**src/rtl/vdp_super_vram_arbiter.sv**
```systemverilog
// vdp_super_vram_arbiter
//   Slot arbiter for the single 32-bit VRAM port in super-res/super-mid modes.
//   Each scanline is split into 4-clock slots keyed on cx[1:0]. At every slot
//   boundary (sampled cx[1:0]==0) the slot goes to refresh, display fetch,
//   CPU or command engine, and that owner holds the bus for the whole slot.
//
// Ports
//   clk, reset            pixel clock, synchronous active-high reset
//   cx                    horizontal dot counter
//   vdp_super, drawing    super mode enable and display fetch window
//   disp_addr             display fetch word address
//   cpu_* / cmd_*         byte-wide requester ports (req/wr/addr/wdata in,
//                         ack/rdata out)
//   mem_*                 registered VRAM address/control/write-data bus
//   mem_rdata             VRAM read data, valid at the last phase of the slot
//   owner                 current slot owner (0 idle, 1 refresh, 2 disp,
//                         3 cpu, 4 cmd)
//
// Optional build macro VDP_SUPER_ARB_STALL_COUNT_EN adds cpu_stall_count
// (boundaries where the CPU wanted the bus but did not get it) and stall_clear.
module vdp_super_vram_arbiter #(
  parameter int ADDR_W    = 17,
  parameter int REFRESH_X = 723
) (
  input  logic              clk,
  input  logic              reset,
  input  logic [9:0]        cx,
  input  logic              vdp_super,
  input  logic              drawing,
  input  logic [ADDR_W-1:0] disp_addr,
  input  logic              cpu_req,
  input  logic              cpu_wr,
  input  logic [ADDR_W+1:0] cpu_addr,
  input  logic [7:0]        cpu_wdata,
  output logic              cpu_ack,
  output logic [7:0]        cpu_rdata,
  input  logic              cmd_req,
  input  logic              cmd_wr,
  input  logic [ADDR_W+1:0] cmd_addr,
  input  logic [7:0]        cmd_wdata,
  output logic              cmd_ack,
  output logic [7:0]        cmd_rdata,
  output logic [ADDR_W-1:0] mem_addr,
  output logic              mem_cs,
  output logic              mem_wr,
  output logic [3:0]        mem_be,
  output logic [31:0]       mem_wdata,
  output logic              mem_refresh,
  input  logic [31:0]       mem_rdata,
  output logic [2:0]        owner
`ifdef VDP_SUPER_ARB_STALL_COUNT_EN
  ,
  output logic [15:0]       cpu_stall_count,
  input  logic              stall_clear
`endif
);

  // state    | meaning
  // OWN_IDLE | nobody uses the slot, bus driven to 0
  // OWN_REF  | SDRAM refresh slot
  // OWN_DISP | super-res display fetch
  // OWN_CPU  | CPU byte access
  // OWN_CMD  | command engine byte access
  typedef enum logic [2:0] {
    OWN_IDLE = 3'd0,
    OWN_REF  = 3'd1,
    OWN_DISP = 3'd2,
    OWN_CPU  = 3'd3,
    OWN_CMD  = 3'd4
  } owner_t;

  localparam logic [9:0] REFRESH_CX = 10'(REFRESH_X);

  owner_t            state, owner_sel;
  logic              rr_cmd, rr_cmd_nx;
  logic [1:0]        slot_lane, slot_lane_nx;
  logic              slot_wr, slot_wr_nx;
  logic              boundary, complete;
  logic              cpu_req_eff, cmd_req_eff;
  logic [ADDR_W-1:0] mem_addr_nx;
  logic              mem_cs_nx, mem_wr_nx, mem_refresh_nx;
  logic [3:0]        mem_be_nx;
  logic [31:0]       mem_wdata_nx;
  logic [7:0]        lane_data;

  assign owner = state;

  // Completion lands in the boundary cycle, and the requester only drops req
  // the cycle after ack, so req is masked while its own ack is high; otherwise
  // every access would be served twice.
  assign cpu_req_eff = cpu_req & ~cpu_ack;
  assign cmd_req_eff = cmd_req & ~cmd_ack;
  assign boundary    = (cx[1:0] == 2'd0);
  assign complete    = (cx[1:0] == 2'd3);
  assign lane_data   = mem_rdata[8*slot_lane +: 8];

  always_comb begin
    owner_sel      = OWN_IDLE;
    rr_cmd_nx      = rr_cmd;
    slot_lane_nx   = 2'd0;
    slot_wr_nx     = 1'b0;
    mem_addr_nx    = '0;
    mem_cs_nx      = 1'b0;
    mem_wr_nx      = 1'b0;
    mem_be_nx      = 4'h0;
    mem_wdata_nx   = 32'h0;
    mem_refresh_nx = 1'b0;

    if (cx[9:2] == REFRESH_CX[9:2])
      owner_sel = OWN_REF;
    else if (drawing && vdp_super)
      owner_sel = OWN_DISP;
    else if (cpu_req_eff && cmd_req_eff)
      owner_sel = rr_cmd ? OWN_CMD : OWN_CPU;
    else if (cpu_req_eff)
      owner_sel = OWN_CPU;
    else if (cmd_req_eff)
      owner_sel = OWN_CMD;

    case (owner_sel)
      OWN_REF: mem_refresh_nx = 1'b1;
      OWN_DISP: begin
        mem_addr_nx = disp_addr;
        mem_cs_nx   = 1'b1;
        mem_be_nx   = 4'hF;
      end
      OWN_CPU: begin
        rr_cmd_nx    = 1'b1;
        slot_lane_nx = cpu_addr[1:0];
        slot_wr_nx   = cpu_wr;
        mem_addr_nx  = cpu_addr[ADDR_W+1:2];
        mem_cs_nx    = 1'b1;
        mem_wr_nx    = cpu_wr;
        mem_be_nx    = 4'b0001 << cpu_addr[1:0];
        mem_wdata_nx = {4{cpu_wdata}};
      end
      OWN_CMD: begin
        rr_cmd_nx    = 1'b0;
        slot_lane_nx = cmd_addr[1:0];
        slot_wr_nx   = cmd_wr;
        mem_addr_nx  = cmd_addr[ADDR_W+1:2];
        mem_cs_nx    = 1'b1;
        mem_wr_nx    = cmd_wr;
        mem_be_nx    = 4'b0001 << cmd_addr[1:0];
        mem_wdata_nx = {4{cmd_wdata}};
      end
      default: ;
    endcase
  end

  always_ff @(posedge clk) begin
    if (reset) begin
      state       <= OWN_IDLE;
      rr_cmd      <= 1'b0;
      slot_lane   <= 2'd0;
      slot_wr     <= 1'b0;
      mem_addr    <= '0;
      mem_cs      <= 1'b0;
      mem_wr      <= 1'b0;
      mem_be      <= 4'h0;
      mem_wdata   <= 32'h0;
      mem_refresh <= 1'b0;
      cpu_ack     <= 1'b0;
      cmd_ack     <= 1'b0;
      cpu_rdata   <= 8'h0;
      cmd_rdata   <= 8'h0;
    end else begin
      cpu_ack <= 1'b0;
      cmd_ack <= 1'b0;
      if (boundary) begin
        state       <= owner_sel;
        rr_cmd      <= rr_cmd_nx;
        slot_lane   <= slot_lane_nx;
        slot_wr     <= slot_wr_nx;
        mem_addr    <= mem_addr_nx;
        mem_cs      <= mem_cs_nx;
        mem_wr      <= mem_wr_nx;
        mem_be      <= mem_be_nx;
        mem_wdata   <= mem_wdata_nx;
        mem_refresh <= mem_refresh_nx;
      end else if (complete) begin
        if (state == OWN_CPU) begin
          cpu_ack <= 1'b1;
          if (!slot_wr) cpu_rdata <= lane_data;
        end
        if (state == OWN_CMD) begin
          cmd_ack <= 1'b1;
          if (!slot_wr) cmd_rdata <= lane_data;
        end
      end
    end
  end

`ifdef VDP_SUPER_ARB_STALL_COUNT_EN
  always_ff @(posedge clk) begin
    if (reset || stall_clear)
      cpu_stall_count <= 16'h0;
    else if (boundary && cpu_req_eff && owner_sel != OWN_CPU &&
             cpu_stall_count != 16'hFFFF)
      cpu_stall_count <= cpu_stall_count + 16'd1;
  end
`endif

endmodule

```
**config.mk**
```make
export PLATFORM = sky130hd
export DESIGN_NAME = vdp_super_vram_arbiter
export DESIGN_NICKNAME = d
export VERILOG_FILES = /design/src/rtl/vdp_super_vram_arbiter.sv
export SDC_FILE = /design/constraint.sdc
export NUM_CORES = 1
export LEC_CHECK = 0
export ABC_AREA = 1
export BUFFER_PORTS_ARGS = -buffer_cell sky130_fd_sc_hd__buf_2
export CELL_PAD_IN_SITES_DETAIL_PLACEMENT = 0
export CELL_PAD_IN_SITES_GLOBAL_PLACEMENT = 1
export CORE_UTILIZATION = 30
export DETAILED_ROUTE_END_ITERATION = 10
export GPL_TIMING_DRIVEN = 1
export PLACE_DENSITY = 0.81
export SETUP_SLACK_MARGIN = 0.3
export SYNTH_ARGS = -nofsm -noshare
export SYNTH_HDL_FRONTEND = slang
export SYNTH_SLANG_ARGS = --single-unit
```
**constraint.sdc**
```tcl
create_clock -name clk -period 3.3 [get_ports clk]
set_input_delay 0.165 -clock clk [delete_from_list [all_inputs] [get_ports clk]]
set_output_delay 0.165 -clock clk [all_outputs]
set_load 0.05 [all_outputs]
```
==> results.cfg, run 1 <==
[yosys]
ys.warnings.count = 0
synthFlopType = dfxtp_1
yosys.area.top_type = dfxtp_1
synth_top_area_frac = 0.3607
synth_seq_area_share = 0.3607
ys_ff_latch = 56
avgSynthCellArea_um2 = 6.891
synthTopCellsByCount = nand2_1, nand3_1, dfxtp_1
synth.most_common_cell = nand2_1
yosys.cell_types.count = 27
synth.top_cells.by_area = dfxtp_1, nand2_1, nand3_1, buf_4, a21oi_1
synth_edf_count = 0
syn_area_um2 = 3108
synth_cells = 451
syn-num-nets = 572
synthArstFlopShare = 0

[grt]
grt_use_met1 = 0.2265
gr-usage-met2 = 0.3035
overflow = 0
first_global_vias = 3308
gr-usage-all-layers = 0.1784
busiest_layer = met2
grt_max_degree = 37
met3_usage = 0.03650
antenna_found_initial = 1
grt_pass1_wl_mm = 15.83

[worst_setup_path]
startpoint_type = register
endpoint_kind = register
criticalPathCategory = reg2reg
crit_arrival_ps = 2000
worstPathMaxFanout = 13
cp.required_ps = 3510

[sta]
setup_viol_count_final = 0
rsz0062_at_grt = false
slew_headroom = 0.4373
drv_slew = 0
clock.fmax_mhz = 557.6
worst_slew_pin_slew_ps = 837.7
finalHoldViolations = 0
fin_skew_ps = 13.00
tns_ps = 0
min_period_ps = 1793
finalCritPeriodShare = 0.5435
timing.final.ws_setup_ps = 1507

[die]
core_area_um2 = 9910
dieArea_um2 = 10770
die_w_um = 103.8
pin_count = 198
initial_utilization = 0.3136
chipHeight_um = 103.8
rows = 36

[placed_design]
dp_hpwl_mm = 7.405
place_inst = 727
place.gp.congestion = 0.7807
dpl_worst_slack_ps = 1250
port_buffers = 197
placed_area_um2 = 3931

[clock_tree]
cts.path.max_buffers = 2
ctsResizeCount = 0
htree_levels = 2
path_clk_slew_ps = 110
insertion_delay_ps = 310
cts_hold_buf = 0
cts_setup_buffers = 0
cts_buffers = 5
clockRootBuffer = clkbuf_8
cts.sinks = 56
cts_tree = built

[route]
drc_errors = 0
drt_iter0_markers = 116
routedWlPerCell_um = 13.37
drt-pass1-iter-count = 4
drt_wl_total_mm = 9.827
viasPerCell = 4.808
vias = 3534
ant_nets = 0

[finish]
fin_cells = 735
nNetsFinal = 722
stdcell_area_um2 = 4039
layout-drive-gt1-share = 0.3704
syn2layout_area_growth_pct = 29.95
antenna_cells = 0

[worst_hold_path]
hold_class = in2reg

[power]
power_mw = 1.550
peakVddDrop_v = 0.0001883
p_per_area_nw_per_um2 = 383.7
leakage_nw = 2.046

[run_status]
status = finished, final reports clean

[flow_run]
max_cap_viol_count = 0
## cell type report
type                            instances  area (um^2)
Multi-Input combinational cell        315         1553
Clock inverter                          2        35.03
Timing Repair Buffer                  199         1001
Clock buffer                            6        72.57
Tap cell                              133        166.4
Inverter                               24        90.09
Fill cell                            1084         5871
Sequential cell                        56         1121
## path summary, 6_finish.rpt
kind,startpoint,end,slack [ps],depth (start not counted)
setup reg to reg,owner[2]$_SDFFE_PP0P_,cmd_rdata[3]$_SDFFE_PP0P_,1510,7
hold / removal,cpu_wdata[7],mem_wdata[23]$_SDFFE_PP0P_,110,3
hold reg to reg,mem_addr[7]$_SDFFE_PP0P_,mem_addr[7]$_SDFFE_PP0P_,460,2
setup / recovery,owner[2]$_SDFFE_PP0P_,cmd_rdata[3]$_SDFFE_PP0P_,1510,7
## flip-flops by register name, indices dropped and copies added, names as in the netlist
register	flops
cmd_ack	1
cmd_rdata	8
cpu_ack	1
cpu_rdata	8
mem_addr	17
mem_be	4
mem_cs	1
mem_refresh	1
mem_wdata	8
owner	3
rr_cmd	1
slot_lane	2
slot_wr	1
## metal layers
| layer | vias up | routed length [um] |
|---|---|---|
| li1 | 1804 | - |
| met1 | 1587 | 4449 |
| met2 | 131 | 4606 |
| met3 | 10 | 611 |
| met4 | 2 | 146 |
| met5 | - | 13 |
## layout by cell type, fill, tap and decap left out, types with 2 or more instances in the layout
cell,count
buf_4,2
nor2_4,3
o21ai_1,3
a21oi_2,2
a32o_1,4
o21ai_0,23
nand3b_1,2
inv_1,21
nand4_1,18
o22ai_1,4
nand2_1,100
inv_2,3
nor3_1,2
nor2_1,31
clkbuf_8,5
dfxtp_1,56
nand3_2,2
nand2_2,2
o21ai_2,3
buf_2,197
nand3_1,66
a21oi_1,37
a31oi_1,10
## logic make-up after synthesis
logic type	after synthesis	synth area share
buffers and inverters	80	0.1397
flip-flops	56	0.3607
AND/OR/NAND/NOR	228	0.3402
AO/OA/AOI/OAI	87	0.1594
## where the power goes
group,switching [mW],total [mW],internal (mW)
Combinational,0.261,0.386,0.125
Clock,0.220,0.446,0.226
Sequential,0.0194,0.718,0.699
## critical path, stage by stage (launching register included)
cell	delay, ps
dfxtp_1	380
inv_1	80
nor3_1	140
nand3_1	110
nor2_1	580
inv_1	190
nor2_1	140
nor2_1	60
## through the flow
step	hold slack (ps)	util
6_report	105.2	0.4076
5_1_grt	123.7	0.4076
4_1_cts	105.9	0.4076
3_5_place_dp	436.8	0.3967
3_3_place_gp	432.4	0.3967
2_1_floorplan	314.8	-
No activity file was read; power rests on OpenSTA's default activity.
==> run 2: changes to the inputs <==
--- a/config.mk
+++ b/config.mk
@@ -9,10 +9,10 @@
 export BUFFER_PORTS_ARGS = -buffer_cell sky130_fd_sc_hd__buf_2
 export CELL_PAD_IN_SITES_DETAIL_PLACEMENT = 0
 export CELL_PAD_IN_SITES_GLOBAL_PLACEMENT = 1
-export CORE_UTILIZATION = 30
+export CORE_UTILIZATION = 28
 export DETAILED_ROUTE_END_ITERATION = 10
 export GPL_TIMING_DRIVEN = 1
-export PLACE_DENSITY = 0.81
+export PLACE_DENSITY = 0.76
 export SETUP_SLACK_MARGIN = 0.3
 export SYNTH_ARGS = -nofsm -noshare
 export SYNTH_HDL_FRONTEND = slang
==> constraint.sdc (replaced) <==
create_clock -name clk -period 1.7 [get_ports clk]
set_input_delay 0.085 -clock clk [delete_from_list [all_inputs] [get_ports clk]]
set_output_delay 0.085 -clock clk [all_outputs]
set_load 0.05 [all_outputs]
==> run 2 against run 1 <==
Against the previous run: clock-buffer cell count did not move; critical path depth rose by 1; clock power rose by 100%; wire length rose by 11%; power rose by 100%; utilization barely moved; non-clock buffer count rose by 28; fmax rose by 33%; sequential share of layout area fell by 2.2 points; hold slack got worse by 76 ps; critical path type unchanged.
==> results.cfg, run 2 (synthesis results as in run 1) <==
[run_status]
status = finished, final reports clean

[sta]
finalHoldViolations = 0
drv_slew = 0
tns_ps = 0
clock.fmax_mhz = 742.3
finalCritPeriodShare = 0.7924
setup_viol_count_final = 0
slew_headroom = 0.5598
worst_slew_pin_slew_ps = 659.6
min_period_ps = 1347
timing.final.ws_setup_ps = 352.9
fin_skew_ps = 5.225
holdWs_ps = 29.17
rsz0062_at_grt = true

[clock_tree]
cts_hold_buf = 0
insertion_delay_ps = 310
path_clk_slew_ps = 100
clockRootBuffer = clkbuf_8
cts.path.max_buffers = 2
cts.sinks = 56
cts_tree = built
htree_levels = 2
cts_buffers = 5

[placed_design]
placed_area_um2 = 4066
place_inst = 750
port_buffers = 197
dpl_worst_slack_ps = 248.1
place.gp.congestion = 0.7686
dp_hpwl_mm = 8.006

[die]
pin_count = 198
rows = 38
dieArea_um2 = 11530
core_area_um2 = 10840
chipHeight_um = 107.4
initial_utilization = 0.2867
die_w_um = 107.4

[finish]
stdcell_area_um2 = 4422
layout-drive-gt1-share = 0.4422
nNetsFinal = 751
mostFrequentLayoutCells = buf_2, nand2_1, nand3_1
antenna_cells = 0
largest_register_ffs = 17
largest-register = mem_addr
syn2layout_area_growth_pct = 42.27
nFillCells = 1193
multi_input_area_um2 = 1624
ff_latch_area_um2 = 1131
fin_util = 0.4079
final_common_cell = buf_2
fin_cells = 771

[worst_setup_path]
path_common_cell = nand3_1
slowest_stage = dfxtp_1
crit_chain = nor3_4 > nor2_4 > buf_6 > buf_12 > nand3_1 > nand2_2 > nand3_1 > a21oi_2
startpoint_type = register
endpoint_kind = register
criticalPathCategory = reg2reg
critical_path.max_stage_delay_ps = 420
cp.required_ps = 1950
worstPathMaxFanout = 6
crit_arrival_ps = 1600

[power]
leakage_nw = 2.220
peakVddDrop_v = 0.0003304
p_per_area_nw_per_um2 = 710.8
power_mw = 3.143

[route]
drt_iter0_markers = 143
routedWlPerCell_um = 14.20
drt-pass1-iter-count = 4
drt_wl_total_mm = 10.95
viasPerCell = 4.747
vias = 3660
ant_nets = 0
drc_errors = 0

[grt]
gr-usage-all-layers = 0.1727
first_global_vias = 3226
grt_pass1_wl_mm = 15.69
overflow = 0
antenna_found_initial = 0
grt_max_degree = 36

[worst_hold_path]
hold_class = in2reg

[flow_run]
max_cap_viol_count = 0
==> run 2: cell type report <==
cell class	count	area share
multi-input combinational	315	0.3673
timing repair buffer	227	0.2892
inverter	24	0.02179
tap	140	0.03962
clock buffer	6	0.01641
timing repair inverter	1	0.001132
sequential	56	0.2558
clock inverter	2	0.008772
==> run 2: metal layers <==
| metal | wire (um) | share of wire | up-vias | track usage |
|---|---|---|---|---|
| met1 | 4997 | 0.46 | 1660 | 0.2252 |
| li1 | - | - | 1861 | - |
| met4 | 142 | 0.013 | 0 | 0.04599 |
| met3 | 660 | 0.060 | 8 | 0.03027 |
| met2 | 5146 | 0.47 | 131 | 0.2922 |
| met5 | 0 | 0 | - | 0 |
==> run 2: path summary, 6_finish.rpt <==
| path | cells after the start | from | end | slack, ps |
|---|---|---|---|---|
| max | 8 | rr_cmd$_SDFFE_PP0P_ | mem_be[2]$_SDFFE_PP0P_ | 350 |
| min | 3 | cpu_wdata[1] | mem_wdata[25]$_SDFFE_PP0P_ | 30 |
| max reg2reg | 8 | rr_cmd$_SDFFE_PP0P_ | mem_be[2]$_SDFFE_PP0P_ | 350 |
| min reg2reg | 2 | mem_addr[0]$_SDFFE_PP0P_ | mem_addr[0]$_SDFFE_PP0P_ | 470 |
==> run 2: worst max-delay path, delay by kind of cell (launching register included) <==
| kind | cells | cell delay [ps] |
|---|---|---|
| simple gates | 5 | 520 |
| flops | 1 | 420 |
| buf+inv | 2 | 230 |
| compound gates | 1 | 130 |
==> run 2: report_power, final <==
| group | internal (mW) | switching [mW] | leakage [nW] |
|---|---|---|---|
| Combinational | 0.305 | 0.548 | 1.71 |
| Sequential | 1.36 | 0.0330 | 0.458 |
| Clock | 0.446 | 0.454 | 0.0558 |
| Total | 2.11 | 1.04 | 2.22 |
==> run 2: what timing repair did <==
| action | 4_1_cts | 5_1_grt |
|---|---|---|
| resized for setup | 2 | 32 |
| endpoints found under the setup margin | 5 | 37 |
| gates cloned | 0 | 4 |
| buffers inserted | 0 | 9 |
| hold endpoints to repair | 0 | 0 |
| pin swaps | 0 | 12 |
